## config.mk

```make
export PLATFORM = sky130hd
export DESIGN_NAME = pll_reset_sequencer
export DESIGN_NICKNAME = d
export VERILOG_FILES = /design/src/rtl/pll_reset_sequencer.sv
export SDC_FILE = /design/constraint.sdc
export NUM_CORES = 1
export LEC_CHECK = 0
export CELL_PAD_IN_SITES_DETAIL_PLACEMENT = 1
export CELL_PAD_IN_SITES_GLOBAL_PLACEMENT = 1
export CORE_ASPECT_RATIO = 1.25
export CORE_UTILIZATION = 44
export CTS_CLUSTER_SIZE = 14
export DETAILED_ROUTE_END_ITERATION = 8
export PLACE_DENSITY_LB_ADDON = 0.1
export SLEW_MARGIN = 20
export SYNTH_ARGS = -nofsm -noshare
export SYNTH_HDL_FRONTEND = slang
export SYNTH_SLANG_ARGS = --single-unit
```

## constraint.sdc

```tcl
create_clock -name clk -period 2.2 [get_ports clk]
set_input_delay 0.44 -clock clk [delete_from_list [all_inputs] [get_ports clk]]
set_output_delay 0.44 -clock clk [all_outputs]
set_load 0.05 [all_outputs]
```

## src/rtl/pll_reset_sequencer.sv

```systemverilog
// pll_reset_sequencer
//   Consumer side of the ECP5 PLL. Runs on the free-running reference clock,
//   pulses the PLL RST input, waits for LOCK with a timeout, and requires LOCK
//   to be stable for a programmable number of cycles before releasing system
//   reset. Loss-of-lock and retry statistics are kept for diagnostics.
//
// Ports
//   clk           in   reference clock (same source as PLL clkin)
//   resetn        in   asynchronous active-low reset
//   locked        in   PLL LOCK, asynchronous to clk
//   stat_clr      in   synchronous pulse clearing lock_lost and both counters
//   pll_rst       out  PLL RST, active high, registered
//   sys_rst_n     out  system reset, active low, registered, glitch-free
//   lock_lost     out  sticky flag: lock dropped while in RUN
//   relock_count  out  RUN->PLL_RESET transitions, saturating
//   timeout_count out  WAIT_LOCK timeouts, saturating
//   state         out  0 PLL_RESET, 1 WAIT_LOCK, 2 STABLE, 3 RUN
module pll_reset_sequencer #(
  parameter int unsigned SYNC_STAGES    = 2,
  parameter int unsigned PLL_RST_CYCLES = 16,
  parameter int unsigned LOCK_TIMEOUT   = 65536,
  parameter int unsigned STABLE_CYCLES  = 1024,
  parameter int unsigned CNT_W          = 8
) (
  input  logic             clk,
  input  logic             resetn,
  input  logic             locked,
  input  logic             stat_clr,
  output logic             pll_rst,
  output logic             sys_rst_n,
  output logic             lock_lost,
  output logic [CNT_W-1:0] relock_count,
  output logic [CNT_W-1:0] timeout_count,
  output logic [1:0]       state
);

  // The shared cycle counter must reach the largest terminal value - 1.
  localparam int unsigned MAX_A   = (PLL_RST_CYCLES > STABLE_CYCLES) ? PLL_RST_CYCLES
                                                                     : STABLE_CYCLES;
  localparam int unsigned MAX_LEN = (LOCK_TIMEOUT > MAX_A) ? LOCK_TIMEOUT : MAX_A;
  localparam int unsigned TMR_W   = (MAX_LEN > 1) ? $clog2(MAX_LEN) : 1;

  localparam logic [TMR_W-1:0] RST_LAST = TMR_W'(PLL_RST_CYCLES - 1);
  localparam logic [TMR_W-1:0] TMO_LAST = TMR_W'(LOCK_TIMEOUT - 1);
  localparam logic [TMR_W-1:0] STB_LAST = TMR_W'(STABLE_CYCLES - 1);

  typedef enum logic [1:0] {
    ST_PLL_RESET = 2'd0,
    ST_WAIT_LOCK = 2'd1,
    ST_STABLE    = 2'd2,
    ST_RUN       = 2'd3
  } state_e;

  state_e                   state_q, state_d;
  logic [TMR_W-1:0]         cnt_q, cnt_d;
  logic [SYNC_STAGES-1:0]   sync_q, sync_d;
  logic                     pll_rst_q, pll_rst_d;
  logic                     sys_rst_n_q, sys_rst_n_d;
  logic                     lock_lost_q, lock_lost_d;
  logic [CNT_W-1:0]         relock_count_q, relock_count_d;
  logic [CNT_W-1:0]         timeout_count_q, timeout_count_d;

  logic                     lock_s;
  logic                     relock_evt;
  logic                     timeout_evt;

  // Synchroniser for the asynchronous LOCK input; bit 0 is the first stage.
  always_comb begin
    sync_d = {sync_q[SYNC_STAGES-2:0], locked};
  end

  assign lock_s = sync_q[SYNC_STAGES-1];

  // Next-state logic. The counter is cleared on every transition so each
  // state measures its own dwell time from zero.
  always_comb begin
    state_d     = state_q;
    cnt_d       = cnt_q + TMR_W'(1);
    relock_evt  = 1'b0;
    timeout_evt = 1'b0;

    unique case (state_q)
      ST_PLL_RESET: begin
        if (cnt_q == RST_LAST) begin
          state_d = ST_WAIT_LOCK;
          cnt_d   = '0;
        end
      end

      ST_WAIT_LOCK: begin
        // A lock seen in the final timeout cycle still wins over the retry.
        if (lock_s) begin
          state_d = ST_STABLE;
          cnt_d   = '0;
        end else if (cnt_q == TMO_LAST) begin
          state_d     = ST_PLL_RESET;
          cnt_d       = '0;
          timeout_evt = 1'b1;
        end
      end

      ST_STABLE: begin
        if (!lock_s) begin
          state_d = ST_WAIT_LOCK;
          cnt_d   = '0;
        end else if (cnt_q == STB_LAST) begin
          state_d = ST_RUN;
          cnt_d   = '0;
        end
      end

      ST_RUN: begin
        cnt_d = '0;
        if (!lock_s) begin
          state_d    = ST_PLL_RESET;
          relock_evt = 1'b1;
        end
      end

      default: begin
        state_d = ST_PLL_RESET;
        cnt_d   = '0;
      end
    endcase

    // Outputs are decoded from the next state so the registered versions
    // change on the same edge as the state register.
    pll_rst_d   = (state_d == ST_PLL_RESET);
    sys_rst_n_d = (state_d == ST_RUN);
  end

  // Statistics: saturating counters; a clear in the same cycle as an event wins.
  always_comb begin
    lock_lost_d     = lock_lost_q;
    relock_count_d  = relock_count_q;
    timeout_count_d = timeout_count_q;

    if (stat_clr) begin
      lock_lost_d     = 1'b0;
      relock_count_d  = '0;
      timeout_count_d = '0;
    end else begin
      if (relock_evt) begin
        lock_lost_d = 1'b1;
        if (relock_count_q != '1) begin
          relock_count_d = relock_count_q + CNT_W'(1);
        end
      end
      if (timeout_evt && (timeout_count_q != '1)) begin
        timeout_count_d = timeout_count_q + CNT_W'(1);
      end
    end
  end

  always_ff @(posedge clk or negedge resetn) begin
    if (!resetn) begin
      state_q         <= ST_PLL_RESET;
      cnt_q           <= '0;
      sync_q          <= '0;
      pll_rst_q       <= 1'b1;
      sys_rst_n_q     <= 1'b0;
      lock_lost_q     <= 1'b0;
      relock_count_q  <= '0;
      timeout_count_q <= '0;
    end else begin
      state_q         <= state_d;
      cnt_q           <= cnt_d;
      sync_q          <= sync_d;
      pll_rst_q       <= pll_rst_d;
      sys_rst_n_q     <= sys_rst_n_d;
      lock_lost_q     <= lock_lost_d;
      relock_count_q  <= relock_count_d;
      timeout_count_q <= timeout_count_d;
    end
  end

  assign pll_rst       = pll_rst_q;
  assign sys_rst_n     = sys_rst_n_q;
  assign lock_lost     = lock_lost_q;
  assign relock_count  = relock_count_q;
  assign timeout_count = timeout_count_q;
  assign state         = state_q;

endmodule
```

Word level (Yosys, flattened, before mapping)
Cells that the tools add are included.

storage, ports and cells
  flip-flop bits (word level) = 39
  input bits = 4
  output and inout bits = 21
  logic and storage cells = 52

operators by class
  $add $sub $neg = 3
  eq/ne operators = 9
  mux-type cells = 25
  reduce and logical (&&, ||, !) cells = 7

operators with widths
  cell                                                                      count
  16-bit 2-to-1 mux                                                         5
  16-bit one-hot mux with 4 select lines                                    1
  8-bit 2-to-1 mux                                                          5
  16-bit by 1-bit adder with 16-bit output (second input constant)          1
  8-bit by 1-bit adder with 8-bit output (second input constant)            2
  16-bit by 10-bit equality test with 1-bit output (second input constant)  1
  16-bit equality test (second input constant)                              1
  16-bit by 4-bit equality test with 1-bit output (second input constant)   1
  8-bit != test (second input constant)                                     2
  2-bit 2-to-1 mux                                                          6
  2-bit one-hot mux with 4 select lines                                     1
  1-bit 2-to-1 mux                                                          7
  2-bit equality test (second input constant)                               3
  2-bit nonzero test                                                        3
  2-bit zero test                                                           2
  2-bit by 1-bit equality test with 1-bit output (second input constant)    1
  2-bit AND reduction                                                       1
  1-bit logical AND                                                         1

Longest topological paths before layout
Gate-level depths: netlist of run 1.

  word-level depth = 7
  depth in mapped cells = 7
  gate-level depth less buffers = 5

Least setup slack after synthesis of run 1
OpenSTA, ideal clock, no wires.

  kind = register -> register
  start = register state_q[0] (netlist: state[0])
  end = register timeout_count_q[5] (netlist: timeout_count[5])
  setup time = 0.128 ns
  data arrival time = 2.028 ns
  required time = 2.072 ns
  path slack = 0.045 ns
  stages on the path, launching flop included = 6
  buffers on the path = 1
  period minus slack after synthesis = 2.155 ns
  cell sequence = dfrtp_1 or3b_1 a41o_2 buf_6 nor4_2 mux2_1

between the ends
  cells in the longest elaborated chain, start to end = 4

ends and longest elaborated chain
  what                                            RTL line  source
  start, declared                                 54        state_e state_q, state_d;
  start signal, assigned                          166       state_q <= state_d;
  2-bit by 1-bit equality test with 1-bit output  82        unique case (state_q)
  1-bit 2-to-1 mux                                82
  1-bit logical AND                               149       if (timeout_evt && (timeout_count_q != '1)) begin
  2-bit nonzero test (no source line)             n/a
  end signal, assigned                            173       timeout_count_q <= timeout_count_d;
  end, declared                                   61        logic [CNT_W-1:0] timeout_count_q, timeout_count_d;

Every way passes these cells.
A chain may end at the register's enable or synchronous reset.

Final worst setup path of run 1
  start = register timeout_count_q[2] (netlist: timeout_count[2])
  end = output timeout_count[2]

RTL lines
  what           RTL line  source
  end, declared  33        output logic [CNT_W-1:0] timeout_count,

No word-level cell between the ends.

==> flow_summary.yaml, run 1 <==
status:
  status: "completed"
sta:
  worstMarginPinSlew_ns: 0.4866
  timing.final.crit_share: 0.9490
  clock.fmax_ghz: 0.4790
  setup-tns-final_ns: 0
  finClkSkew_ns: 0.006887
  holdWs_ns: 0.07751
  setup_viol: 0
  finalHoldViolCount: 0
  post-route-min-period_ns: 2.088
  rsz0062_at_grt: "false"
  slew_headroom: 0.6672
  drv_slew: 0
pwr:
  p_per_area_mw_per_mm2: 729.8
  leakage_nw: 1.061
  irDropWorstVdd_mv: 0.4845
  p_total_w: 0.001891
cts:
  htreeDepth: 2
  cts_resized: 0
  clock-root-buffer: "clkbuf_8"
  cts_tree: "done"
  hold_buffers: 0
  clk_latency_ns: 0.29
  cts_setup_buffers: 0
  cts_buffers: 5
  clock-sinks: 39
  clockBufferDepth: 2
  cts.clk_slew.worst_paths_ns: 0.07
worst_setup_path:
  r2r_end: "timeout_count[3]"
  cp.required_ns: 1.76
  startpoint: "timeout_count[2]"
  worstSetupEndpointType: "output port"
  cp-endpoint: "timeout_count[2]"
  rrSetupSlack_ns: 0.11
  cp.arrival_ns: 1.65
  crit_chain: "clkdlybuf4s50_1"
  worstPathMaxFanout: 9
  slowest_stage: "clkdlybuf4s50_1"
  cp_slowest_stage_delay_ns: 0.86
  worst-path-stages: 1
  rr_startpoint: "cnt_q[0]"
  critPathTopFamily: "buffers and inverters"
  crit_type: "register to output port"
  r2r_cells: 5
  critical_path_buf_inv_count: 1
  start_kind: "register"
layout:
  fillers: 529
  drive_gt1_frac: 0.1375
  final_nets: 246
  area_delta_synth_final_pct: 20.69
  multi_input_area_mm2: 0.001090
  regArea_um2: 977.2
  diodes: 0
logic_synthesis:
  yosysTopAreaCellShare: 0.4429
  ys_seq_area_frac: 0.4551
  ys_ff_latch: 39
  synth-edff-count: 0
  syn_area_per_cell_um2: 10.37
  synth.area.top_cells: "dfrtp_1 44%, xnor2_1 4.5%, a31oi_1 4.4%"
  synthesis.area_mm2: 0.002147
  yosysTopAreaCell: "dfrtp_1"
  ys_warn_count: 0
  syn_inst: 207
  synth-async-reset-ratio: 1.000
  synth.net_count: 214
  synthDistinctLibCells: 48
  ys.flop_type: "dfrtp_1"
global_routing:
  grt_usage: 0.2189
  grt_pass1_wl_mm: 8.680
  grt_pass1_vias: 1806
  grt_util_met2: 0.4000
  grt_max_degree: 20
  grt_util_met1: 0.2577
  gr-usage-met3: 0.03835
  gr-total-overflow: 0
  antenna_found_initial: 0
  grt-busiest-layer: "met2"
die:
  start_util: 0.4540
  die_h_um: 80.10
  num_io_pins: 25
  die_w_um: 64.48
  die_area_mm2: 0.005165
  core_area_mm2: 0.004730
  rows: 28
detailed_routing:
  drt_iter0_drc: 81
  drc_errors: 0
  antenna_left: 0
  wl_mm: 4.954
  drt_first_pass_iters: 4
  vias: 1760
  viasPerCell: 5.867
  wl_per_cell_um: 16.51
flow_run:
  cap_violations: 0
placement:
  portBuffers: 24
  dp_hpwl_mm: 3.698
  place.gp.congestion: 0.7982
hold_path:
  hp-class: "input pin to asynchronous set/reset pin"
-- cell usage after synthesis (4+ instances only) --
cell type,number
xnor2_1,11
nor4_2,5
inv_1,5
mux2_1,6
and3_1,4
nand2_1,9
nand4_1,5
xor2_1,9
nor2_1,21
clkbuf_1,5
nand3_1,11
nor4_1,6
a31oi_1,15
dfrtp_1,38
o21ai_0,4
nor2b_1,7
-- cell usage in the layout (no fill, tap or decap), types with 6 or more instances in the layout --
master	count
a31oi_1	15
buf_4	10
clkbuf_8	7
clkdlybuf4s50_1	23
dfrtp_1	38
mux2_1	6
nand2_1	9
nand3_1	11
nor2_1	21
nor2b_1	7
nor4_1	6
xnor2_1	11
xor2_1	9
-- state kept, by name, indices dropped and copies added, names as in the netlist --
signal and cells:
relock_count 8, state 2, cnt_q 16, pll_rst 1
timeout_count 8, sync_q 2, lock_lost 1, sys_rst_n 1
-- cell families after synthesis --
| family | after synthesis | share of synthesized area |
|---|---|---|
| fa+ha+maj | 3 | 0.01748 |
| simple gates | 88 | 0.2552 |
| compound gates | 35 | 0.1171 |
| flops | 39 | 0.4551 |
| xor+xnor | 20 | 0.08159 |
| buf+inv | 15 | 0.03729 |
| mux | 7 | 0.03613 |
-- through the flow --
stage                     cells  cell area [um2]  worst slack, ns  utilization
after global routing        300             2591          0.01930       0.5479
final                       300             2591           0.1122       0.5479
after floorplan             207             2147          0.04462            -
after detailed placement    292             2491           0.1115       0.5267
after CTS                   300             2591           0.1044       0.5479
after global placement      292             2491           0.2097       0.5267
-- per-layer routing --
metal / wire length, um / vias up / part of all wire
met5: 0 / - / 0
met3: 104 / 6 / 0.021
met4: 58 / 0 / 0.012
met1: 2075 / 909 / 0.42
met2: 2715 / 22 / 0.55
li1: - / 823 / -
-- report_power, final --
group,leakage (nW),total [W],internal (W),switching (W)
logic,0.479,0.000529,0.000186,0.000342
registers,0.531,0.000837,0.000782,0.0000548
clock network,0.0515,0.000526,0.000286,0.000240
total,1.06,0.00189,0.00125,0.000637
-- worst min-delay path by stage --
stage / startpoint / end / slack [ns] / cells after the start
after global routing: resetn / timeout_count[2] / 0.1 / 1
after detailed placement: sync_q[0] / sync_q[1] / 0.34 / 0
final: resetn / timeout_count[2] / 0.08 / 1
after floorplan: resetn / cnt_q[0] / 0.14 / 0
after CTS: resetn / timeout_count[2] / 0.09 / 1
after global placement: sync_q[0] / sync_q[1] / 0.34 / 0
-- area by class of cell --
type / count / share of cell area
Multi-Input combinational cell: 153 / 0.4206
Sequential cell: 39 / 0.3771
Timing Repair Buffer: 35 / 0.1275
Clock buffer: 8 / 0.03863
Tap cell: 60 / 0.02897
Inverter: 5 / 0.007243
Power figures use the tool's default switching activity.
==> run 2: changes to the inputs <==
--- a/config.mk
+++ b/config.mk
@@ -7,7 +7,6 @@
 export LEC_CHECK = 0
 export CELL_PAD_IN_SITES_DETAIL_PLACEMENT = 1
 export CELL_PAD_IN_SITES_GLOBAL_PLACEMENT = 1
-export CORE_ASPECT_RATIO = 1.25
 export CORE_UTILIZATION = 44
 export CTS_CLUSTER_SIZE = 14
 export DETAILED_ROUTE_END_ITERATION = 8
==> run 2 against run 1 <==
Against the previous run: sequential power barely moved; via count rose by 0.11%; core utilization rose by 1.1 points; worst setup slack got worse by 0.044 ns; routed wire length rose by 6.9%; power fell by 0.79%; sequential cell count did not move; critical path depth rose by 4; clock skew rose by 0.0024 ns; first-iteration DRC count did not move; die area barely moved; critical path type is now register to register.
==> flow_summary.yaml, run 2 (synthesis results as in run 1) <==
status:
  status: "completed"
pwr:
  combPwrFrac: 0.290
  pwr-share-clk: 0.264
  p_seq_frac: 0.446
  p_total_w: 0.001876
  cellInternalPower_w: 0.001232
  p_per_area_mw_per_mm2: 711.3
  p_sw_frac: 0.3435
  leakage_nw: 1.092
  switching_power_w: 0.0006444
  irDropWorstVdd_mv: 0.3886
detailed_routing:
  wl_mm: 5.296
  antenna_left: 0
  vias: 1762
  drt_first_pass_iters: 4
  wl_per_cell_um: 17.08
  viasPerCell: 5.684
  drc_errors: 0
  drt_iter0_drc: 81
placement:
  place.gp.congestion: 0.8067
  pre_cts_ws_ns: 0.08285
  dp_hpwl_mm: 3.852
  portBuffers: 24
worst_setup_path:
  startpoint: "cnt_q[0]"
  crit_type: "register to register"
  slowest_stage: "or3_4"
  crit_chain: "ha_1, nand2_1, or3_4, nor4_2, mux2_1"
  worstPathMaxFanout: 12
  rr_startpoint: "cnt_q[0]"
  r2r_cells: 5
  rrSetupSlack_ns: 0.07
  cp-endpoint: "timeout_count[7]"
  cp_slowest_stage_delay_ns: 0.52
  cp.arrival_ns: 2.30
  start_kind: "register"
  r2r_end: "timeout_count[7]"
  cp.required_ns: 2.37
  worstSetupEndpointType: "register"
global_routing:
  grt_pass1_vias: 1831
  gr-total-overflow: 0
  grt_pass1_wl_mm: 8.976
  antenna_found_initial: 0
  grt_usage: 0.2282
  grt_max_degree: 18
die:
  rows: 25
  die_h_um: 71.86
  die_area_mm2: 0.005163
  num_io_pins: 25
  core_area_mm2: 0.004723
  start_util: 0.4546
  die_w_um: 71.86
hold_path:
  hp-class: "register to register"
cts:
  cts.clk_slew.worst_paths_ns: 0.07
  clock-root-buffer: "clkbuf_8"
  cts_buffers: 5
  clk_latency_ns: 0.29
  clock-sinks: 39
  clockBufferDepth: 2
  cts_tree: "done"
  htreeDepth: 2
layout:
  area_delta_synth_final_pct: 22.84
  final_nets: 249
  fillers: 510
  drive_gt1_frac: 0.1440
  diodes: 0
  largest_reg_flops: 16
  layout_common_cells: "38 x dfrtp_1, 23 x clkdlybuf4s50_1, 21 x nor2_1"
  final_common_cell: "dfrtp_1"
  regMostFlops: "cnt_q"
  post-route-util: 0.5584
sta:
  drv_slew: 0
  rsz0062_at_grt: "true"
  slew_headroom: 0.6547
  worstMarginPinSlew_ns: 0.5049
  post-route-min-period_ns: 2.132
  setup_ws_ns: 0.06845
  finalHoldViolCount: 0
  clock.fmax_ghz: 0.4691
  timing.final.crit_share: 0.9689
  setup_viol: 0
  finClkSkew_ns: 0.009262
flow_run:
  cap_violations: 0
==> run 2: final cells by class <==
cell class	instances	area, um2	area share
multi-input cells	153	1099	0.4165
flip-flops and latches	39	977.2	0.3705
repair buffers	38	367.9	0.1395
clock buffers	7	86.33	0.03273
well taps	67	83.83	0.03178
inverters	5	18.77	0.007116
clock inverters	1	5.005	0.001898
==> run 2: per-layer routing <==
layer / track usage / wire [um] / up-vias
li1: - / - / 830
met1: 0.2800 / 2217 / 899
met2: 0.3857 / 2846 / 24
met3: 0.04923 / 123 / 9
met4: 0.1024 / 108 / 0
met5: 0 / 0 / -
==> run 2: worst max-delay path, delay by kind of cell, from the launching register on <==
| family | cells | cell delay (ns) |
|---|---|---|
| flip-flops | 1 | 0.43 |
| AND/OR/NAND/NOR | 3 | 0.99 |
| multiplexers | 1 | 0.35 |
| adder cells (fa/ha/maj) | 1 | 0.24 |
==> run 2: power groups by stage <==
stage          logic, W  clock network [W]  registers [W]
2_1_floorplan  0.000228                  0       0.000953
3_3_place_gp   0.000520                  0       0.000842
3_5_place_dp   0.000545                  0       0.000851
4_1_cts        0.000550           0.000515       0.000837
5_1_grt        0.000594           0.000538       0.000843
6_report       0.000545           0.000495       0.000837
==> run 2: stage by stage <==
stage / hold WS [ns] / std cells / area (um2) / setup TNS (ns)
2_1_floorplan: 0.1444 / 207 / 2147 / 0
3_3_place_gp: 0.2873 / 299 / 2512 / 0
3_5_place_dp: 0.2867 / 299 / 2512 / 0
4_1_cts: 0.3524 / 308 / 2614 / 0
5_1_grt: 0.3649 / 310 / 2638 / -0.02435
6_report: 0.3563 / 310 / 2638 / 0
==> run 2: timing repair <==
item / 4_1_cts / 5_1_grt
buffers inserted: 0 / 2
resized for setup: 0 / 1
setup endpoints to repair: 0 / 2
hold buffers: 1 / 0
endpoints found under the hold margin: 6 / 0
==> run 2: how the worst min path moves through the flow <==
stage / from / end / slack, ns / cells after the start
final: sync_q[0] / sync_q[1] / 0.36 / 0
after global routing: sync_q[0] / sync_q[1] / 0.36 / 0
after CTS: sync_q[0] / sync_q[1] / 0.35 / 0
after detailed placement: resetn / timeout_count[2] / 0.29 / 1
after global placement: resetn / timeout_count[3] / 0.29 / 1
after floorplan: resetn / cnt_q[0] / 0.14 / 0
==> run 3: changes to the inputs <==
--- a/config.mk
+++ b/config.mk
@@ -7,10 +7,12 @@
 export LEC_CHECK = 0
 export CELL_PAD_IN_SITES_DETAIL_PLACEMENT = 1
 export CELL_PAD_IN_SITES_GLOBAL_PLACEMENT = 1
+export CORE_ASPECT_RATIO = 1.4
 export CORE_UTILIZATION = 44
 export CTS_CLUSTER_SIZE = 14
 export DETAILED_ROUTE_END_ITERATION = 8
 export PLACE_DENSITY_LB_ADDON = 0.1
+export RECOVER_POWER = 25
 export SLEW_MARGIN = 20
 export SYNTH_ARGS = -nofsm -noshare
 export SYNTH_HDL_FRONTEND = slang
==> run 3 against run 2 <==
Against the previous run: non-clock buffer count fell by 2; critical path type unchanged; sequential power barely moved; fmax rose by 2.4%; core utilization rose by 0.88 points; power fell by 1.2%; critical path depth did not move; critical endpoint is now timeout_count[2]; combinational power barely moved; sequential cell count did not move.
==> flow_summary.yaml, run 3 (synthesis results as in run 1) <==
layout:
  final_nets: 248
  layout_common_cells: "38 x dfrtp_1, 23 x clkdlybuf4s50_1, 21 x nor2_1"
  largest_reg_flops: 16
  regArea_um2: 977.2
  area_delta_synth_final_pct: 21.74
  drive_gt1_frac: 0.1529
  multi_input_area_mm2: 0.001107
  diodes: 0
  fillers: 530
  regMostFlops: "cnt_q"
  final_common_cell: "dfrtp_1"
sta:
  setup_viol: 0
  clock.fmax_ghz: 0.4804
  drv_slew: 0
  post-route-min-period_ns: 2.082
  finalHoldViolCount: 0
  slew_headroom: 0.3515
  worstMarginPinSlew_ns: 0.9727
  timing.final.crit_share: 0.9462
  rsz0062_at_grt: "false"
  setup-tns-final_ns: 0
  finClkSkew_ns: 0.007298
worst_setup_path:
  critical_path_buf_inv_count: 0
  critPathTopFamily: "simple AND/OR/NAND/NOR gates"
  start_kind: "register"
  rr_startpoint: "cnt_q[0]"
  cp.arrival_ns: 2.26
  worstSetupEndpointType: "register"
  slowest_stage: "or3_4"
  cp.required_ns: 2.38
  cp_slowest_stage_delay_ns: 0.46
  crit_chain: "ha_1, nand2_2, or3_4, nor4_2, mux2_1"
  crit_type: "register to register"
  startpoint: "cnt_q[0]"
  worstPathMaxFanout: 6
detailed_routing:
  drt_iter0_drc: 102
  vias: 1766
  wl_mm: 5.558
  drt_first_pass_iters: 4
  viasPerCell: 5.809
  drc_errors: 0
  wl_per_cell_um: 18.28
  antenna_left: 0
cts:
  clock-root-buffer: "clkbuf_8"
  clockBufferDepth: 2
  cts_tree: "done"
  clock-sinks: 39
  clk_latency_ns: 0.29
  htreeDepth: 2
  cts_buffers: 5
  cts.clk_slew.worst_paths_ns: 0.08
hold_path:
  hp-class: "register to register"
  hp-start: "sync_q[0]"
global_routing:
  grt_pass1_vias: 1901
  grt-busiest-layer: "met2"
  grt_max_degree: 40
  grt_pass1_wl_mm: 9.121
  gr-total-overflow: 0
  gr-usage-met3: 0.04468
  antenna_found_initial: 0
  grt_util_met2: 0.4229
  grt_usage: 0.2374
  grt_util_met1: 0.2792
die:
  die_w_um: 61.04
  die_h_um: 84.66
  num_io_pins: 25
  die_area_mm2: 0.005167
  rows: 29
  start_util: 0.4659
  core_area_mm2: 0.004608
placement:
  dp_hpwl_mm: 3.904
  place.gp.congestion: 0.8085
  portBuffers: 24
status:
  status: "completed"
flow_run:
  cap_violations: 0
pwr:
  p_total_w: 0.001854
  leakage_nw: 1.065
  p_per_area_mw_per_mm2: 709.3
  irDropWorstVdd_mv: 0.6910
==> run 3: cell count changes in the layout (fill, tap and decap cells not counted), sizes merged <==
| cell | before | now |
|---|---|---|
| or3 | 3 | 4 |
| buf | 14 | 12 |
| clkinvlp | 0 | 1 |
| dlygate4sd3 | 1 | 0 |
==> run 3: path summary, 6_finish.rpt <==
path | endpoint | slack (ns) | depth (start not counted)
min | sync_q[1] | 0.36 | 0
max reg2reg | timeout_count[2] | 0.12 | 5
min reg2reg | sync_q[1] | 0.36 | 0
max in group asynchronous | state[0] | 1.23 | 2
min in group asynchronous | relock_count[5] | 0.38 | 2
max | timeout_count[2] | 0.12 | 5
==> run 3: power by group <==
part / switching (W) / total [W] / internal [W]
sequential: 0.0000545 / 0.000836 / 0.000782
combinational: 0.000347 / 0.000543 / 0.000196
clock: 0.000254 / 0.000475 / 0.000222
total: 0.000655 / 0.00185 / 0.00120
==> run 3: final cells by class <==
class | count | share of cell area
Clock buffer | 6 | 0.02776
Clock inverter | 2 | 0.004787
Inverter | 5 | 0.007180
Multi-Input combinational cell | 154 | 0.4236
Sequential cell | 39 | 0.3739
Tap cell | 62 | 0.02968
Timing Repair Buffer | 36 | 0.1331
==> run 3: worst register-to-register path, stage by stage, from the launching register on <==
cell     delay, ns
dfrtp_1       0.42
ha_1          0.25
nand2_2       0.14
or3_4         0.46
nor4_2        0.33
mux2_1        0.37
==> run 3: layer usage <==
metal | vias to the layer above | wire length, um
met5 | - | 0
met4 | 0 | 80
met3 | 8 | 120
met2 | 29 | 3162
met1 | 901 | 2194
li1 | 828 | -
==> run 3: metrics by stage <==
step / util / hold WS (ns) / worst slack (ns) / area [um2] / cells
floorplan: - / 0.1444 / 0.04462 / 2147 / 207
global placement: 0.5439 / 0.3396 / 0.2080 / 2506 / 294
detailed placement: 0.5439 / 0.3517 / 0.1057 / 2506 / 294
CTS: 0.5623 / 0.2103 / 0.05788 / 2591 / 302
global route: 0.5672 / 0.3832 / 0.03602 / 2614 / 304
finish: 0.5672 / 0.3640 / 0.1183 / 2614 / 304
==> run 3: timing repair <==
| action | in CTS | in global routing |
|---|---|---|
| resized for setup | 0 | 3 |
| setup endpoints to repair | 0 | 8 |
| hold buffers | 0 | 0 |
| endpoints found under the hold margin | 0 | 0 |
| setup buffers | 0 | 1 |
